[src/rtl/alu_agent_pkg.sv]
// Shared types and constants for the ALU responder slice.
// Optional DIV datapath is enabled by defining ALU_RESPONDER_DIV_EN.
package alu_agent_pkg;

   typedef enum logic [2:0] {
      ADD = 3'd0,
      SUB = 3'd1,
      AND = 3'd2,
      XOR = 3'd3,
      MUL = 3'd4,
      DIV = 3'd5
   } op_type_t;

   typedef enum logic [1:0] {
      ST_IDLE = 2'd0,
      ST_EXEC = 2'd1,
      ST_DONE = 2'd2
   } state_t;

   localparam int RESULT_W   = 16;
   localparam int MUL_CYCLES = 16;

   // Single-cycle operations; anything not handled here (including DIV when
   // the divider is not built) returns zero.
   function automatic logic [RESULT_W-1:0] simple_op(input op_type_t op,
                                                     input logic [RESULT_W-1:0] a,
                                                     input logic [RESULT_W-1:0] b);
      logic [RESULT_W-1:0] r;
      case (op)
         ADD:     r = a + b;
         SUB:     r = a - b;
         AND:     r = a & b;
         XOR:     r = a ^ b;
         default: r = {RESULT_W{1'b0}};
      endcase
      return r;
   endfunction

endpackage

[src/rtl/alu_responder_if.sv]
// Request/response bundle between the ALU stimulus side and the responder.
interface alu_responder_if #(parameter int ID_W = 32);
   import alu_agent_pkg::*;

   logic [RESULT_W-1:0] val1;
   logic [RESULT_W-1:0] val2;
   op_type_t            mode;
   logic                valid_i;
   logic [ID_W-1:0]     txn_id;
   logic [RESULT_W-1:0] result;
   logic                valid_o;
   logic [ID_W-1:0]     txn_id_o;
   logic                busy;
   logic                overflow;

   modport master (
      output val1, val2, mode, valid_i, txn_id,
      input  result, valid_o, txn_id_o, busy, overflow
   );

   modport slave (
      input  val1, val2, mode, valid_i, txn_id,
      output result, valid_o, txn_id_o, busy, overflow
   );

endinterface

[src/rtl/alu_req_fifo.sv]
// Request queue: DEPTH entries (power of two), extra count bit separates
// full from empty. A push while full is accepted only with a same-cycle pop.
module alu_req_fifo #(
   parameter int  DEPTH = 4,
   parameter int  WIDTH = 8,
   localparam int AW    = $clog2(DEPTH)
) (
   input  logic             clk,
   input  logic             rst,
   input  logic             push,
   input  logic             pop,
   input  logic [WIDTH-1:0] wdata,
   output logic [WIDTH-1:0] rdata,
   output logic             full,
   output logic             empty,
   output logic [AW:0]      count
);

   logic [WIDTH-1:0] mem_q [DEPTH];
   logic [AW-1:0]    wr_ptr_q, wr_ptr_d;
   logic [AW-1:0]    rd_ptr_q, rd_ptr_d;
   logic [AW:0]      count_q, count_d;
   logic             push_ok_s;
   logic             pop_ok_s;

   assign full      = (count_q == (AW+1)'(DEPTH));
   assign empty     = (count_q == '0);
   assign count     = count_q;
   assign rdata     = mem_q[rd_ptr_q];
   assign pop_ok_s  = pop && !empty;
   assign push_ok_s = push && (!full || pop_ok_s);

   // Next pointer and occupancy values.
   always_comb begin
      wr_ptr_d = wr_ptr_q;
      rd_ptr_d = rd_ptr_q;
      count_d  = count_q;
      if (push_ok_s) begin
         wr_ptr_d = wr_ptr_q + 1'b1;
      end else begin
         wr_ptr_d = wr_ptr_q;
      end
      if (pop_ok_s) begin
         rd_ptr_d = rd_ptr_q + 1'b1;
      end else begin
         rd_ptr_d = rd_ptr_q;
      end
      case ({push_ok_s, pop_ok_s})
         2'b10:   count_d = count_q + 1'b1;
         2'b01:   count_d = count_q - 1'b1;
         default: count_d = count_q;
      endcase
   end

   // Pointer and occupancy registers.
   always_ff @(posedge clk or posedge rst) begin
      if (rst) begin
         wr_ptr_q <= '0;
         rd_ptr_q <= '0;
         count_q  <= '0;
      end else begin
         wr_ptr_q <= wr_ptr_d;
         rd_ptr_q <= rd_ptr_d;
         count_q  <= count_d;
      end
   end

   // Storage array; written at the tail on an accepted push.
   always_ff @(posedge clk or posedge rst) begin
      if (rst) begin
         for (int i = 0; i < DEPTH; i++) begin
            mem_q[i] <= '0;
         end
      end else if (push_ok_s) begin
         mem_q[wr_ptr_q] <= wdata;
      end
   end

endmodule

[src/rtl/alu_responder.sv]
// ALU responder: queues requests, executes them in order (single-cycle ops,
// 16-cycle shift-add multiplier) and returns one valid_o pulse per request.
// Define ALU_RESPONDER_DIV_EN to build the 16-cycle restoring divider.
module alu_responder
   import alu_agent_pkg::*;
#(
   parameter int DEPTH = 4,
   parameter int ID_W  = 32
) (
   input  logic           clk,
   input  logic           rst,
   alu_responder_if.slave bus
);

   localparam int OP_W  = $bits(op_type_t);
   localparam int REQ_W = 2*RESULT_W + OP_W + ID_W;
   localparam int AW    = $clog2(DEPTH);
   localparam logic [3:0] LAST_CNT = 4'(MUL_CYCLES - 1);

   logic [REQ_W-1:0]    fifo_wdata_s;
   logic [REQ_W-1:0]    fifo_rdata_s;
   logic                fifo_full_s;
   logic                fifo_empty_s;
   logic [AW:0]         fifo_count_s;
   logic                pop_s;

   logic [RESULT_W-1:0] rd_v1_s;
   logic [RESULT_W-1:0] rd_v2_s;
   op_type_t            rd_op_s;
   logic [ID_W-1:0]     rd_id_s;

   state_t              state_q, state_d;
   op_type_t            op_q, op_d;
   logic [RESULT_W-1:0] a_q, a_d;
   logic [RESULT_W-1:0] b_q, b_d;
   logic [RESULT_W-1:0] acc_q, acc_d;
   logic [3:0]          cnt_q, cnt_d;
   logic [RESULT_W-1:0] res_q, res_d;
   logic [ID_W-1:0]     id_q, id_d;
   logic [RESULT_W-1:0] out_res_q, out_res_d;
   logic [ID_W-1:0]     out_id_q, out_id_d;
   logic                valid_q, valid_d;
   logic                overflow_q, overflow_d;

`ifdef ALU_RESPONDER_DIV_EN
   logic [RESULT_W:0]   rem_sh_s;
`endif

   assign fifo_wdata_s = {bus.val1, bus.val2, bus.mode, bus.txn_id};
   assign rd_v1_s      = fifo_rdata_s[REQ_W-1 -: RESULT_W];
   assign rd_v2_s      = fifo_rdata_s[REQ_W-RESULT_W-1 -: RESULT_W];
   assign rd_op_s      = op_type_t'(fifo_rdata_s[ID_W+OP_W-1 -: OP_W]);
   assign rd_id_s      = fifo_rdata_s[ID_W-1:0];
   assign pop_s        = (state_q == ST_IDLE) && !fifo_empty_s;

   alu_req_fifo #(
      .DEPTH (DEPTH),
      .WIDTH (REQ_W)
   ) u_fifo (
      .clk   (clk),
      .rst   (rst),
      .push  (bus.valid_i),
      .pop   (pop_s),
      .wdata (fifo_wdata_s),
      .rdata (fifo_rdata_s),
      .full  (fifo_full_s),
      .empty (fifo_empty_s),
      .count (fifo_count_s)
   );

   assign bus.result   = out_res_q;
   assign bus.txn_id_o = out_id_q;
   assign bus.valid_o  = valid_q;
   assign bus.overflow = overflow_q;
   assign bus.busy     = (fifo_count_s != '0) || (state_q != ST_IDLE);

   // Sticky drop flag: push while full with no pop in the same cycle.
   always_comb begin
      if (bus.valid_i && fifo_full_s && !pop_s) begin
         overflow_d = 1'b1;
      end else begin
         overflow_d = overflow_q;
      end
   end

   // Next-state, datapath and output-register values for the executor FSM.
   always_comb begin
      state_d   = state_q;
      op_d      = op_q;
      a_d       = a_q;
      b_d       = b_q;
      acc_d     = acc_q;
      cnt_d     = cnt_q;
      res_d     = res_q;
      id_d      = id_q;
      out_res_d = out_res_q;
      out_id_d  = out_id_q;
      valid_d   = 1'b0;
`ifdef ALU_RESPONDER_DIV_EN
      rem_sh_s  = {acc_q, b_q[RESULT_W-1]};
`endif
      case (state_q)
         ST_IDLE: begin
            if (!fifo_empty_s) begin
               op_d = rd_op_s;
               id_d = rd_id_s;
               case (rd_op_s)
                  MUL: begin
                     a_d     = rd_v1_s;
                     b_d     = rd_v2_s;
                     acc_d   = {RESULT_W{1'b0}};
                     cnt_d   = 4'd0;
                     state_d = ST_EXEC;
                  end
`ifdef ALU_RESPONDER_DIV_EN
                  DIV: begin
                     if (rd_v2_s == {RESULT_W{1'b0}}) begin
                        res_d   = {RESULT_W{1'b1}};
                        state_d = ST_DONE;
                     end else begin
                        a_d     = rd_v2_s;
                        b_d     = rd_v1_s;
                        acc_d   = {RESULT_W{1'b0}};
                        cnt_d   = 4'd0;
                        state_d = ST_EXEC;
                     end
                  end
`endif
                  default: begin
                     res_d   = simple_op(rd_op_s, rd_v1_s, rd_v2_s);
                     state_d = ST_DONE;
                  end
               endcase
            end else begin
               state_d = ST_IDLE;
            end
         end
         ST_EXEC: begin
            cnt_d = cnt_q + 4'd1;
            case (op_q)
               MUL: begin
                  // Shift-add, multiplier LSB first; product kept modulo 2^16.
                  if (b_q[0]) begin
                     acc_d = acc_q + a_q;
                  end else begin
                     acc_d = acc_q;
                  end
                  a_d = {a_q[RESULT_W-2:0], 1'b0};
                  b_d = {1'b0, b_q[RESULT_W-1:1]};
                  if (cnt_q == LAST_CNT) begin
                     res_d   = acc_d;
                     state_d = ST_DONE;
                  end else begin
                     state_d = ST_EXEC;
                  end
               end
`ifdef ALU_RESPONDER_DIV_EN
               DIV: begin
                  // Restoring division: dividend shifts out of b_q MSB first,
                  // quotient bits shift into b_q from the bottom.
                  if (rem_sh_s >= {1'b0, a_q}) begin
                     acc_d = RESULT_W'(rem_sh_s - {1'b0, a_q});
                     b_d   = {b_q[RESULT_W-2:0], 1'b1};
                  end else begin
                     acc_d = rem_sh_s[RESULT_W-1:0];
                     b_d   = {b_q[RESULT_W-2:0], 1'b0};
                  end
                  if (cnt_q == LAST_CNT) begin
                     res_d   = b_d;
                     state_d = ST_DONE;
                  end else begin
                     state_d = ST_EXEC;
                  end
               end
`endif
               default: begin
                  res_d   = {RESULT_W{1'b0}};
                  state_d = ST_DONE;
               end
            endcase
         end
         ST_DONE: begin
            valid_d   = 1'b1;
            out_res_d = res_q;
            out_id_d  = id_q;
            state_d   = ST_IDLE;
         end
         default: begin
            state_d = ST_IDLE;
         end
      endcase
   end

   // FSM, datapath and registered output state.
   always_ff @(posedge clk or posedge rst) begin
      if (rst) begin
         state_q    <= ST_IDLE;
         op_q       <= ADD;
         a_q        <= '0;
         b_q        <= '0;
         acc_q      <= '0;
         cnt_q      <= 4'd0;
         res_q      <= '0;
         id_q       <= '0;
         out_res_q  <= '0;
         out_id_q   <= '0;
         valid_q    <= 1'b0;
         overflow_q <= 1'b0;
      end else begin
         state_q    <= state_d;
         op_q       <= op_d;
         a_q        <= a_d;
         b_q        <= b_d;
         acc_q      <= acc_d;
         cnt_q      <= cnt_d;
         res_q      <= res_d;
         id_q       <= id_d;
         out_res_q  <= out_res_d;
         out_id_q   <= out_id_d;
         valid_q    <= valid_d;
         overflow_q <= overflow_d;
      end
   end

endmodule

[src/flat_wrapper.sv]
// flat-port wrapper written by rule: the top's interface ports become plain ports
module alu_responder_flat import alu_agent_pkg::*;
#(
   parameter int DEPTH = 4,
   parameter int ID_W  = 32
)
  (clk, rst, bus_val1, bus_val2, bus_mode, bus_valid_i, bus_txn_id, bus_result, bus_valid_o, bus_txn_id_o, bus_busy, bus_overflow);
  alu_responder_if #(.ID_W(ID_W)) bus_i ();
  input  logic clk;
  input  logic rst;
  input wire logic [$bits(bus_i.val1)-1:0] bus_val1;
  input wire logic [$bits(bus_i.val2)-1:0] bus_val2;
  input wire logic [$bits(bus_i.mode)-1:0] bus_mode;
  input wire logic [$bits(bus_i.valid_i)-1:0] bus_valid_i;
  input wire logic [$bits(bus_i.txn_id)-1:0] bus_txn_id;
  output wire logic [$bits(bus_i.result)-1:0] bus_result;
  output wire logic [$bits(bus_i.valid_o)-1:0] bus_valid_o;
  output wire logic [$bits(bus_i.txn_id_o)-1:0] bus_txn_id_o;
  output wire logic [$bits(bus_i.busy)-1:0] bus_busy;
  output wire logic [$bits(bus_i.overflow)-1:0] bus_overflow;
  assign bus_i.val1 = bus_val1;
  assign bus_i.val2 = bus_val2;
  assign bus_i.mode = bus_mode;
  assign bus_i.valid_i = bus_valid_i;
  assign bus_i.txn_id = bus_txn_id;
  assign bus_result = bus_i.result;
  assign bus_valid_o = bus_i.valid_o;
  assign bus_txn_id_o = bus_i.txn_id_o;
  assign bus_busy = bus_i.busy;
  assign bus_overflow = bus_i.overflow;
  alu_responder #(.DEPTH(DEPTH), .ID_W(ID_W)) u_core (.clk(clk), .rst(rst), .bus(bus_i));
endmodule
[config.mk]
export PLATFORM = sky130hd
export DESIGN_NAME = alu_responder_flat
export DESIGN_NICKNAME = d
export VERILOG_FILES = /design/src/rtl/alu_agent_pkg.sv /design/src/rtl/alu_responder_if.sv /design/src/rtl/alu_req_fifo.sv /design/src/rtl/alu_responder.sv /design/src/flat_wrapper.sv
export SDC_FILE = /design/constraint.sdc
export NUM_CORES = 1
export LEC_CHECK = 0
export BUFFER_PORTS_ARGS = -buffer_cell sky130_fd_sc_hd__buf_2
export CORE_MARGIN = 2
export CORE_UTILIZATION = 55
export CTS_CLUSTER_SIZE = 20
export DETAILED_ROUTE_END_ITERATION = 10
export PLACE_DENSITY = 0.79
export SETUP_SLACK_MARGIN = 0.5
export SYNTH_ARGS = -nofsm -noshare
export SYNTH_HDL_FRONTEND = slang
export SYNTH_SLANG_ARGS = --single-unit
export TNS_END_PERCENT = 5
[constraint.sdc]
create_clock -name clk -period 14.4 [get_ports clk]
set_clock_uncertainty 0.15 [all_clocks]
set_input_delay 2.88 -clock clk [delete_from_list [all_inputs] [get_ports clk]]
set_output_delay 2.88 -clock clk [all_outputs]
set_load 0.01 [all_outputs]
==> run metrics, run 1 <==
final hold violations 0; Startpoint Class register; fin area 0.0229 mm²; Max Freq 0.191 GHz; syn avg cell area 13.1 µm²; min Tclk post-route 5.24 ns; Post-Route Setup TNS 0 ns; hold path start u_core.id_q[21]; first-pass GRT wire length 73.4 mm; CTS Buf Count 44; layout cell share with drive strength beyond 1 36.0%; Rows 70; postcts setup bufs 0; clk buf depth 3; #FFs+latches synth 430; DP Wirelength 28.3 mm; min-delay worst type reg -> reg; die extent in y 197 µm; R2R setup slack 9.16 ns; adder-cell share of the synthesized area 3.53%; Mapped Cells 1562; most frequent cells after synthesis 430 x dfrtp_1, 318 x mux2_2, 180 x nand2_1; Setup Crit Path Kind reg -> reg; GRT Util Overall 23.9%; initial antenna violation count 5; Worst-Margin Slew 1.14 ns; top cell type's share of synthesized area 52.6%; DR WL/cell 20.7 µm; largest net degree at the start of global routing 86; CP endpoint kind register; count of cell types in the netlist 68; RR Startpoint u_core.u_fifo.rd_ptr_q[0]; fin. max-slew vios 0; clk_lat worst skew 0.57 ns; Yosys Warn Count 0; RSZ-0062 raised after global routing false; dpl ws 8.59 ns; Root Buffer clkbuf_16; post-route ant nets 0; multi-input logic area 0.00932 mm²; asr flop ratio synth 100%; complex-gate fraction of the synthesized area 5.36%; hold buffers post-CTS 0; WL final 44.7 mm; CP Launch Point u_core.u_fifo.rd_ptr_q[0]; mux contribution to synthesized area 27.5%; status complete, no violations; CP max-delay cell dfrtp_4; fillers 2754; synth top area cells dfrtp_1 53%, mux2_2 17%, mux4_2 6.8%, nand2_1 3.3%, ha_1 3.2%; crit path buf inv count 0; critical path data required time 14.74 ns; drt drc 0; 1st-iter DRT viols 1027; Max Cap Viol 0; worst setup margin 9.16 ns; CP max stage delay 1.03 ns; top-count cell post-synth dfrtp_1; crit path cell chain mux4_2 > nor3b_4 > nor2_1 > xnor2_1 > ha_1 > o21ai_0 > a21oi_1 > o2111ai_1 > a311oi_1 > o21a_1 > o211a_1 > a2111oi_0 > o31a_1; clock sink count 430; Slew HR 24.1%; Hold Slack 0.315 ns; largest family of logic cells by synthesized area multiplexers; initial core utilization 55.9%; Die ar. 0.0388 mm²; crit-path max FO 46; placed inst area 0.0215 mm²; Final Wtd Congestion 0.855; Post-synth top flop dfrtp_1; worst path arrival time 5.58 ns; Reg area 0.0108 mm²; I/O pins 121; CTS tree built; DRT Pass-1 Iters 5; post-cts sizing count 0; synthesized cell area 0.0205 mm²; total number of vias 12925; Final Setup Violations 0; Core ar. 0.0366 mm²; cell family with the largest share of critical-path delay compound AO/OA/AOI/OAI gates; Nets 1784; xor/xnor cell area share of the yosys netlist 1.88%; port bufs 120; post-synth top area cell dfrtp_1; chip width 197 µm; Net Count, Synth 1688; vias in the first global route 13649; Simple-Gate Fraction of Synth Area 7.05%; post-synthesis sequential area ratio 52.6%; htree depth 2; gr ovfl total 0; clk slew on worst S/H paths 0.06 ns; DR vias/cell 5.99; final period utilization 36.4%; number of enable flip-flop cells after synthesis 0; area grow syn2layout 12.0%
==> path summary, 6_finish.rpt <==
check	endpoint	depth (start not counted)
max	u_core.res_q[13]	13
max in group asynchronous	u_core.res_q[2]	4
max reg2reg	u_core.res_q[13]	13
min	u_core.id_q[21]	2
min in group asynchronous	u_core.u_fifo.mem_q[100]	2
min reg2reg	u_core.id_q[21]	2
==> area by class of cell <==
type	instances	share of cell area [%]
inverters	23	0.393
multi-input cells	1027	40.7
clock inverters	11	0.617
well taps	468	2.55
clock buffers	65	5.76
repair buffers	132	3.01
diodes	2	0.0218
flip-flops and latches	430	47.0
==> per-stage QoR <==
stage / cells / utilization [%]
2_1_floorplan: 1562 / -
3_3_place_gp: 2080 / 58.6
3_5_place_dp: 2080 / 58.6
4_1_cts: 2156 / 62.6
5_1_grt: 2158 / 62.6
6_report: 2158 / 62.6
==> routing by layer <==
metal,track usage (%),part of all wire (%),vias up
met5,0,0.078,-
met4,6.43,2.0,6
met3,4.02,4.8,79
met2,39.0,48,329
met1,33.6,45,6656
li1,-,-,5855
==> registers in the layout, indices dropped and copies added, names as in the netlist <==
signal and flops:
u_core.bus.overflow 1, u_core.state_q 2, u_core.u_fifo.wr_ptr_q 2, u_core.u_fifo.count 3, u_core.bus.valid_o 1, u_core.u_fifo.rd_ptr_q 2, u_core.b_q 16, u_core.u_fifo.mem_q 268
u_core.acc_q 16, u_core.op_q 3, u_core.bus.txn_id_o 32, u_core.cnt_q 4, u_core.res_q 16, u_core.a_q 16, u_core.bus.result 16, u_core.id_q 32
==> tightest hold or removal path: stages (launching register included) <==
cell and delay (ns):
dfrtp_1 0.33, nand2_1 0.05, nand2_1 0.05
==> cells in the final DEF (no fill, tap or decap), types with 4 or more instances in the layout <==
| master | instances |
|---|---|
| ha_1 | 53 |
| clkinv_2 | 7 |
| clkbuf_8 | 12 |
| o22ai_1 | 4 |
| and3_1 | 9 |
| nor2b_1 | 4 |
| o21ai_0 | 44 |
| or3_1 | 4 |
| inv_1 | 20 |
| o21ai_1 | 19 |
| nand2_4 | 4 |
| a31oi_1 | 12 |
| o21a_1 | 4 |
| dfrtp_1 | 428 |
| clkbuf_1 | 8 |
| xor2_1 | 11 |
| a211o_1 | 4 |
| buf_2 | 120 |
| mux4_1 | 5 |
| clkbuf_16 | 45 |
| mux2i_1 | 52 |
| o211ai_1 | 6 |
| nor3_1 | 15 |
| nand2_1 | 176 |
| xnor2_1 | 31 |
| nand4_1 | 4 |
| nand3_1 | 12 |
| nand2b_1 | 13 |
| a211oi_1 | 7 |
| buf_4 | 12 |
| mux2_2 | 318 |
| a21o_1 | 17 |
| nor2_1 | 46 |
| nor4_1 | 4 |
| a21oi_1 | 33 |
| mux4_2 | 62 |
==> cells by family (layout without fill, tap and decap cells) <==
| family | Yosys count | in the layout |
|---|---|---|
| adders and majority gates | 56 | 56 |
| DFF | 430 | 430 |
| buffers and inverters | 105 | 231 |
| and+or+nand+nor | 315 | 315 |
| muxes | 437 | 437 |
| other | 0 | 2 |
| AOI/OAI and AO/OA | 176 | 176 |
| xor gates and xnor gates | 43 | 43 |
Power of run 1 is left out: the tool's default activity adds up to more than one toggle a clock period on the data nets, which glitch-free logic cannot reach.
==> run 2, diff against run 1 <==
==> constraint.sdc (replaced) <==
create_clock -name clk -period 4.4 [get_ports clk]
set_clock_uncertainty 0.15 [all_clocks]
set_input_delay 0.88 -clock clk [delete_from_list [all_inputs] [get_ports clk]]
set_output_delay 0.88 -clock clk [all_outputs]
set_load 0.01 [all_outputs]
==> run 2 against run 1 <==
  * First-iteration DRC count shrank 30%
  * Core utilization grew 1.5 points
  * Worst setup slack lost 8.7 ns
  * Highest routed layer unchanged
==> run metrics, run 2 (synthesis gave the netlist of run 1 again) <==
status complete, no violations; CTS Buf Count 43 (-2.3%); FF-to-FF End u_core.res_q[13]; Final Setup Violations 0 (unchanged); Nets 1830 (+2.6%); Post-Route Setup TNS 0 ns (unchanged); 1st-iter DRT viols 717 (-30%); port bufs 120 (unchanged); fin. max-slew vios 0 (unchanged); Max Freq 0.253 GHz (+33%); Slew HR 26.0% (+1.8 points); final hold violations 0 (unchanged); clk slew on worst S/H paths 0.06 ns (about the same); htree depth 2 (unchanged); DR vias/cell 5.92 (-1.2%); Worst Hold Path EP u_core.id_q[27]; DRT Pass-1 Iters 5 (unchanged); commonest non-fill, non-tap cell in the layout dfrtp_1; Die ar. 0.0388 mm² (unchanged); R2R setup slack 0.45 ns (-8.70 ns); total number of vias 13050 (+0.97%); Reg2Reg Depth 16 (+3); die extent in y 197 µm (unchanged); vias in the first global route 13807 (+1.2%); placed inst area 0.0217 mm² (+1.1%); min-delay worst type reg -> reg; max reg flops 268 (unchanged); Max Cap Viol 0 (unchanged); area grow syn2layout 14.7%; Biggest register u_core.u_fifo.mem_q; CP endpoint kind register; hold buffers post-CTS 0 (unchanged); chip width 197 µm (unchanged); layout cell share with drive strength beyond 1 39.2% (+3.2 points); final instance count without filler cells 2205 (+2.2%); clock sink count 430 (unchanged); crit-path max FO 7 (-85%); fin area 0.0235 mm² (+2.4%); drt drc 0 (unchanged); min Tclk post-route 3.95 ns (-1.30 ns); DR WL/cell 20.5 µm (-1.0%); critical path data required time 4.73 ns (-10.01 ns); Worst-Margin Slew 1.11 ns (-0.0277 ns); DP Wirelength 29.0 mm (+2.7%); Setup Crit Path Kind reg -> reg; initial antenna violation count 4 (-1); worst hold path cell count 2 (unchanged); gr ovfl total 0 (unchanged); post-route ant nets 0 (unchanged); RSZ-0062 raised after global routing true; Root Buffer clkbuf_16; Final Wtd Congestion 0.905 (+5.9%); placed cell count 2102 (+1.1%); Rows 70 (unchanged); I/O pins 121 (unchanged); initial core utilization 55.9% (unchanged); worst path arrival time 4.27 ns (-1.31 ns); Startpoint Class register; largest net degree at the start of global routing 118 (+37%); final period utilization 89.7% (+53 points); hold path start u_core.id_q[27]; GRT Util Overall 23.9% (+0.024 points); CTS tree built; WL final 45.2 mm (+1.2%); Final Core Density 64.1% (+1.5 points); first-pass GRT wire length 73.9 mm (+0.58%); RR Startpoint u_core.u_fifo.rd_ptr_q[0]; clk buf depth 3 (unchanged); clk_lat worst skew 0.55 ns (-0.02 ns); Core ar. 0.0366 mm² (unchanged); commonest non-fill, non-tap cells in the layout 428 x dfrtp_1, 318 x mux2_2, 176 x nand2_1
[run 2: changes by cell type in the layout (fill, tap and decap cells not counted), sizes merged]
cell | before | now
buf | 132 | 179
inv | 21 | 23
bufinv | 2 | 3
diode | 2 | 1
clkbuf | 65 | 66
clkinv | 10 | 7
[run 2: layout make-up]
cell class,instances,area (µm²)
clock inverter,11,153
inverter,23,90.1
fill,2695,13100
antenna,1,2.50
clock buffer,66,1260
timing repair buffer,179,1150
tap,468,586
multi-input combinational,1027,9470
sequential,430,10800
[run 2: per-layer routing]
| metal | vias up | routed length [µm] | GRT usage [%] |
|---|---|---|---|
| met5 | - | 32 | 0 |
| met4 | 6 | 830 | 5.71 |
| met3 | 70 | 2070 | 3.85 |
| met2 | 267 | 22200 | 40.1 |
| met1 | 6762 | 20100 | 33.1 |
| li1 | 5945 | - | - |
[run 2: through the flow]
stage	hold WS [ns]	worst slack, ns
global placement	0.305	0.238
global route	0.343	0.333
CTS	0.324	0.493
floorplan	0.292	-2.44
finish	0.316	0.453
detailed placement	0.309	0.158
[run 2: worst max-delay path, cell delays in order (launching register included)]
cell       delay, ns
dfrtp_4         0.50
buf_8           0.15
buf_6           0.13
mux4_2          0.46
nor3b_4         0.18
buf_12          0.14
a21oi_2         0.11
xnor2_1         0.15
ha_2            0.30
or2_2           0.34
o311a_4         0.14
o2111ai_4       0.11
a311oi_2        0.13
o21a_1          0.24
o211a_1         0.23
a2111oi_2       0.22
o31a_1          0.18
[run 2: timing repair]
action,in CTS,in global routing
resized for setup,21,27
pin swaps,14,18
buffers inserted,13,12
endpoints found under the setup margin,7,10
[run 2: worst max path at each step]
stage	startpoint	end	slack, ns	cells after the start
6_report	u_core.u_fifo.rd_ptr_q[0]	u_core.res_q[13]	0.45	16
5_1_grt	u_core.u_fifo.rd_ptr_q[0]	u_core.res_q[8]	0.33	17
4_1_cts	u_core.u_fifo.rd_ptr_q[0]	u_core.res_q[13]	0.49	16
3_5_place_dp	u_core.u_fifo.rd_ptr_q[0]	u_core.res_q[13]	0.16	13
3_3_place_gp	u_core.u_fifo.rd_ptr_q[0]	u_core.res_q[13]	0.24	13
2_1_floorplan	rst	u_core.a_q[0]	-2.44	1
Power of run 2 is left out for the same reason.
==> run 3, diff against run 2 <==
--- a/config.mk
+++ b/config.mk
@@ -5,12 +5,14 @@
 export SDC_FILE = /design/constraint.sdc
 export NUM_CORES = 1
 export LEC_CHECK = 0
+export ABC_AREA = 1
 export BUFFER_PORTS_ARGS = -buffer_cell sky130_fd_sc_hd__buf_2
+export CORE_ASPECT_RATIO = 0.6
 export CORE_MARGIN = 2
-export CORE_UTILIZATION = 55
+export CORE_UTILIZATION = 60
 export CTS_CLUSTER_SIZE = 20
 export DETAILED_ROUTE_END_ITERATION = 10
-export PLACE_DENSITY = 0.79
+export PLACE_DENSITY = 0.82
 export SETUP_SLACK_MARGIN = 0.5
 export SYNTH_ARGS = -nofsm -noshare
 export SYNTH_HDL_FRONTEND = slang
==> constraint.sdc (replaced) <==
create_clock -name clk -period 4 [get_ports clk]
set_clock_uncertainty 0.15 [all_clocks]
set_input_delay 0.8 -clock clk [delete_from_list [all_inputs] [get_ports clk]]
set_output_delay 0.8 -clock clk [all_outputs]
set_load 0.01 [all_outputs]
==> run 3 against run 2 <==
  * Worst hold slack got worse by 0.029 ns
  * Die area fell by 6.5%
  * Cell area increased by 2.0%
  * Non-clock buffer count increased by 38
  * Global-route usage increased by 9.3 points
  * Critical endpoint is now u_core.res_q[12]
  * Sequential cell count unchanged
  * Via count up 41%
  * Cell count is 40% higher
  * Sequential share of layout area shrank 0.89 points
==> run metrics, run 3 <==
I/O pins 121 (unchanged); syn avg cell area 8.38 µm² (-36%); Yosys Warn Count 0 (unchanged); worst path arrival time 3.97 ns (-0.30 ns); Post-synth top flop dfrtp_1; clk slew on worst S/H paths 0.07 ns (about the same); status complete, no violations; CTS tree built; Final Setup Violations 0 (unchanged); worst setup margin 0.340 ns (-0.114 ns); hold buffers post-CTS 0 (unchanged); placed cell count 2990 (+42%); Rows 52 (-26%); post-synthesis sequential area ratio 51.7% (-0.91 points); CTS Buf Count 42 (-2.3%); multi-input logic area 0.00882 mm² (-6.8%); dpl ws 0.0447 ns (-0.114 ns); Startpoint Class register; Max Cap Viol 0 (unchanged); Reg area 0.0108 mm² (unchanged); Post-Route Setup TNS 0 ns (unchanged); top cell type's share of synthesized area 51.7% (-0.91 points); commonest non-fill, non-tap cell in the layout nand2_1; vias in the first global route 17295 (+25%); die extent in y 148 µm (-25%); DP Wirelength 39.2 mm (+35%); Final Wtd Congestion 0.959 (+6.0%); top-count cell post-synth nand2_1; synth top area cells dfrtp_1 52%, nand2_1 12%, o21ai_0 8.2%, o21ai_1 4.1%, inv_1 3.5%; #FFs+latches synth 430 (unchanged); clock sink count 430 (unchanged); largest net degree at the start of global routing 97 (-18%); initial antenna violation count 0 (-4); gr ovfl total 0 (unchanged); Die ar. 0.0363 mm² (-6.5%); GRT Util Overall 33.3% (+9.3 points); htree depth 2 (unchanged); clk_lat worst skew 0.57 ns (+0.02 ns); drt drc 0 (unchanged); crit-path max FO 7 (unchanged); first-pass GRT wire length 95.2 mm (+29%); count of cell types in the netlist 49 (-28%); 1st-iter DRT viols 2264 (+220%); final hold violations 0 (unchanged); Core ar. 0.0340 mm² (-7.2%); commonest non-fill, non-tap cells in the layout 659 x nand2_1, 428 x dfrtp_1, 333 x o21ai_0; Reg2Reg Depth 24 (+8); final period utilization 91.5% (+1.8 points); chip width 245 µm (+24%); Slew HR 36.3% (+10 points); area grow syn2layout 15.0%; Setup Crit Path Kind reg -> reg; RSZ-0062 raised after global routing true; fillers 2614 (-3.0%); layout cell share with drive strength beyond 1 15.4% (-24 points); RR Startpoint u_core.u_fifo.rd_ptr_q[0]; R2R setup slack 0.34 ns (-0.11 ns); Worst-Margin Slew 0.953 ns (-0.157 ns); FF-to-FF End u_core.res_q[12]; final instance count without filler cells 3095 (+40%); total number of vias 18410 (+41%); DRT Pass-1 Iters 7 (+2); DR vias/cell 5.95 (+0.51%); min-delay worst type in -> async; synthesized cell area 0.0208 mm² (+1.8%); number of enable flip-flop cells after synthesis 0 (unchanged); fin. max-slew vios 0 (unchanged); Mapped Cells 2484 (+59%); post-route ant nets 0 (unchanged); Nets 2732 (+49%); post-synth top area cell dfrtp_1; WL final 59.2 mm (+31%); asr flop ratio synth 100% (unchanged); Max Freq 0.273 GHz (+7.8%); Net Count, Synth 2610 (+55%); max reg flops 268 (unchanged); clk buf depth 3 (unchanged); most frequent cells after synthesis 675 x nand2_1, 430 x dfrtp_1, 340 x o21ai_0; Biggest register u_core.u_fifo.mem_q; CP endpoint kind register; critical path data required time 4.31 ns (-0.42 ns); Final Core Density 70.5% (+6.4 points); Root Buffer clkbuf_16; port bufs 120 (unchanged); min Tclk post-route 3.66 ns (-0.286 ns); initial core utilization 61.3% (+5.4 points); DR WL/cell 19.1 µm (-6.7%)
==> run 3: changes by cell type after synthesis, sizes merged, moves of 43 or more <==
cell / before / now
nand2: 180 / 693
o21ai: 64 / 518
mux2: 318 / 0
inv: 22 / 204
nor2: 50 / 146
nand3: 12 / 92
mux4: 67 / 0
mux2i: 52 / 0
buf: 22 / 66
o22ai: 4 / 47
==> run 3: cell families after synthesis <==
family	Yosys count	synth area share [%]
AO/OA/AOI/OAI	675	17.8
XOR/XNOR	30	1.26
adder cells (fa/ha/maj)	56	3.47
buffers and inverters	345	7.37
flip-flops	430	51.7
AND/OR/NAND/NOR	948	18.4
==> run 3: layout make-up <==
cell class                      instances  area share, %
Clock buffer                           62           5.20
Multi-Input combinational cell       1709           36.8
Timing Repair inverter                  1         0.0470
Clock inverter                         11          0.559
Inverter                              205           3.32
Antenna cell                            1         0.0105
Sequential cell                       430           45.0
Timing Repair Buffer                  217           6.65
Tap cell                              459           2.40
==> run 3: how the worst max path moves through the flow <==
stage	from	to	slack, ns	cells past startpoint
final	u_core.u_fifo.rd_ptr_q[0]	u_core.res_q[12]	0.34	24
after global routing	u_core.u_fifo.rd_ptr_q[0]	u_core.res_q[12]	0.12	24
after CTS	u_core.u_fifo.rd_ptr_q[0]	u_core.res_q[15]	0.37	25
after detailed placement	u_core.u_fifo.rd_ptr_q[0]	u_core.res_q[15]	0.04	25
after global placement	u_core.u_fifo.rd_ptr_q[0]	u_core.res_q[14]	0.17	22
after floorplan	rst	u_core.a_q[0]	-2.76	1
==> run 3: stage by stage <==
step	hold slack, ns	area, µm²
3_3_place_gp	0.299	21900
2_1_floorplan	0.298	20800
5_1_grt	0.316	23900
6_report	0.288	23900
3_5_place_dp	0.307	21900
4_1_cts	0.276	23700
==> run 3: what timing repair did <==
action / CTS / global route
setup buffers: 19 / 7
pin swaps: 25 / 26
gates resized for setup: 47 / 44
hold endpoints to repair: 0 / 0
endpoints found under the setup margin: 11 / 12
gates cloned: 5 / 0
==> run 3: critical path: stages (launching register included) <==
cell	delay (ns)
dfrtp_4	0.58
buf_12	0.17
nand2_1	0.06
nand3_1	0.09
nand2_2	0.16
buf_4	0.15
nand2_1	0.11
nor2_4	0.13
a31oi_1	0.10
xor2_1	0.17
buf_4	0.17
ha_4	0.27
inv_1	0.05
o21bai_1	0.19
nor2_1	0.09
nand2_2	0.09
nand3_1	0.11
nand2_2	0.11
nand2_1	0.09
nand2_1	0.07
nand2_1	0.05
nand3_1	0.08
nand2_1	0.07
a21oi_1	0.12
a21oi_1	0.08
==> run 3: metal layers <==
metal | track usage, % | vias to the layer above | part of all wire, %
li1 | - | 8416 | -
met5 | 0 | - | 0
met3 | 6.42 | 101 | 10
met2 | 47.4 | 938 | 42
met1 | 52.7 | 8955 | 46
met4 | 7.41 | 0 | 1.8
Power of run 3 is left out for the same reason.
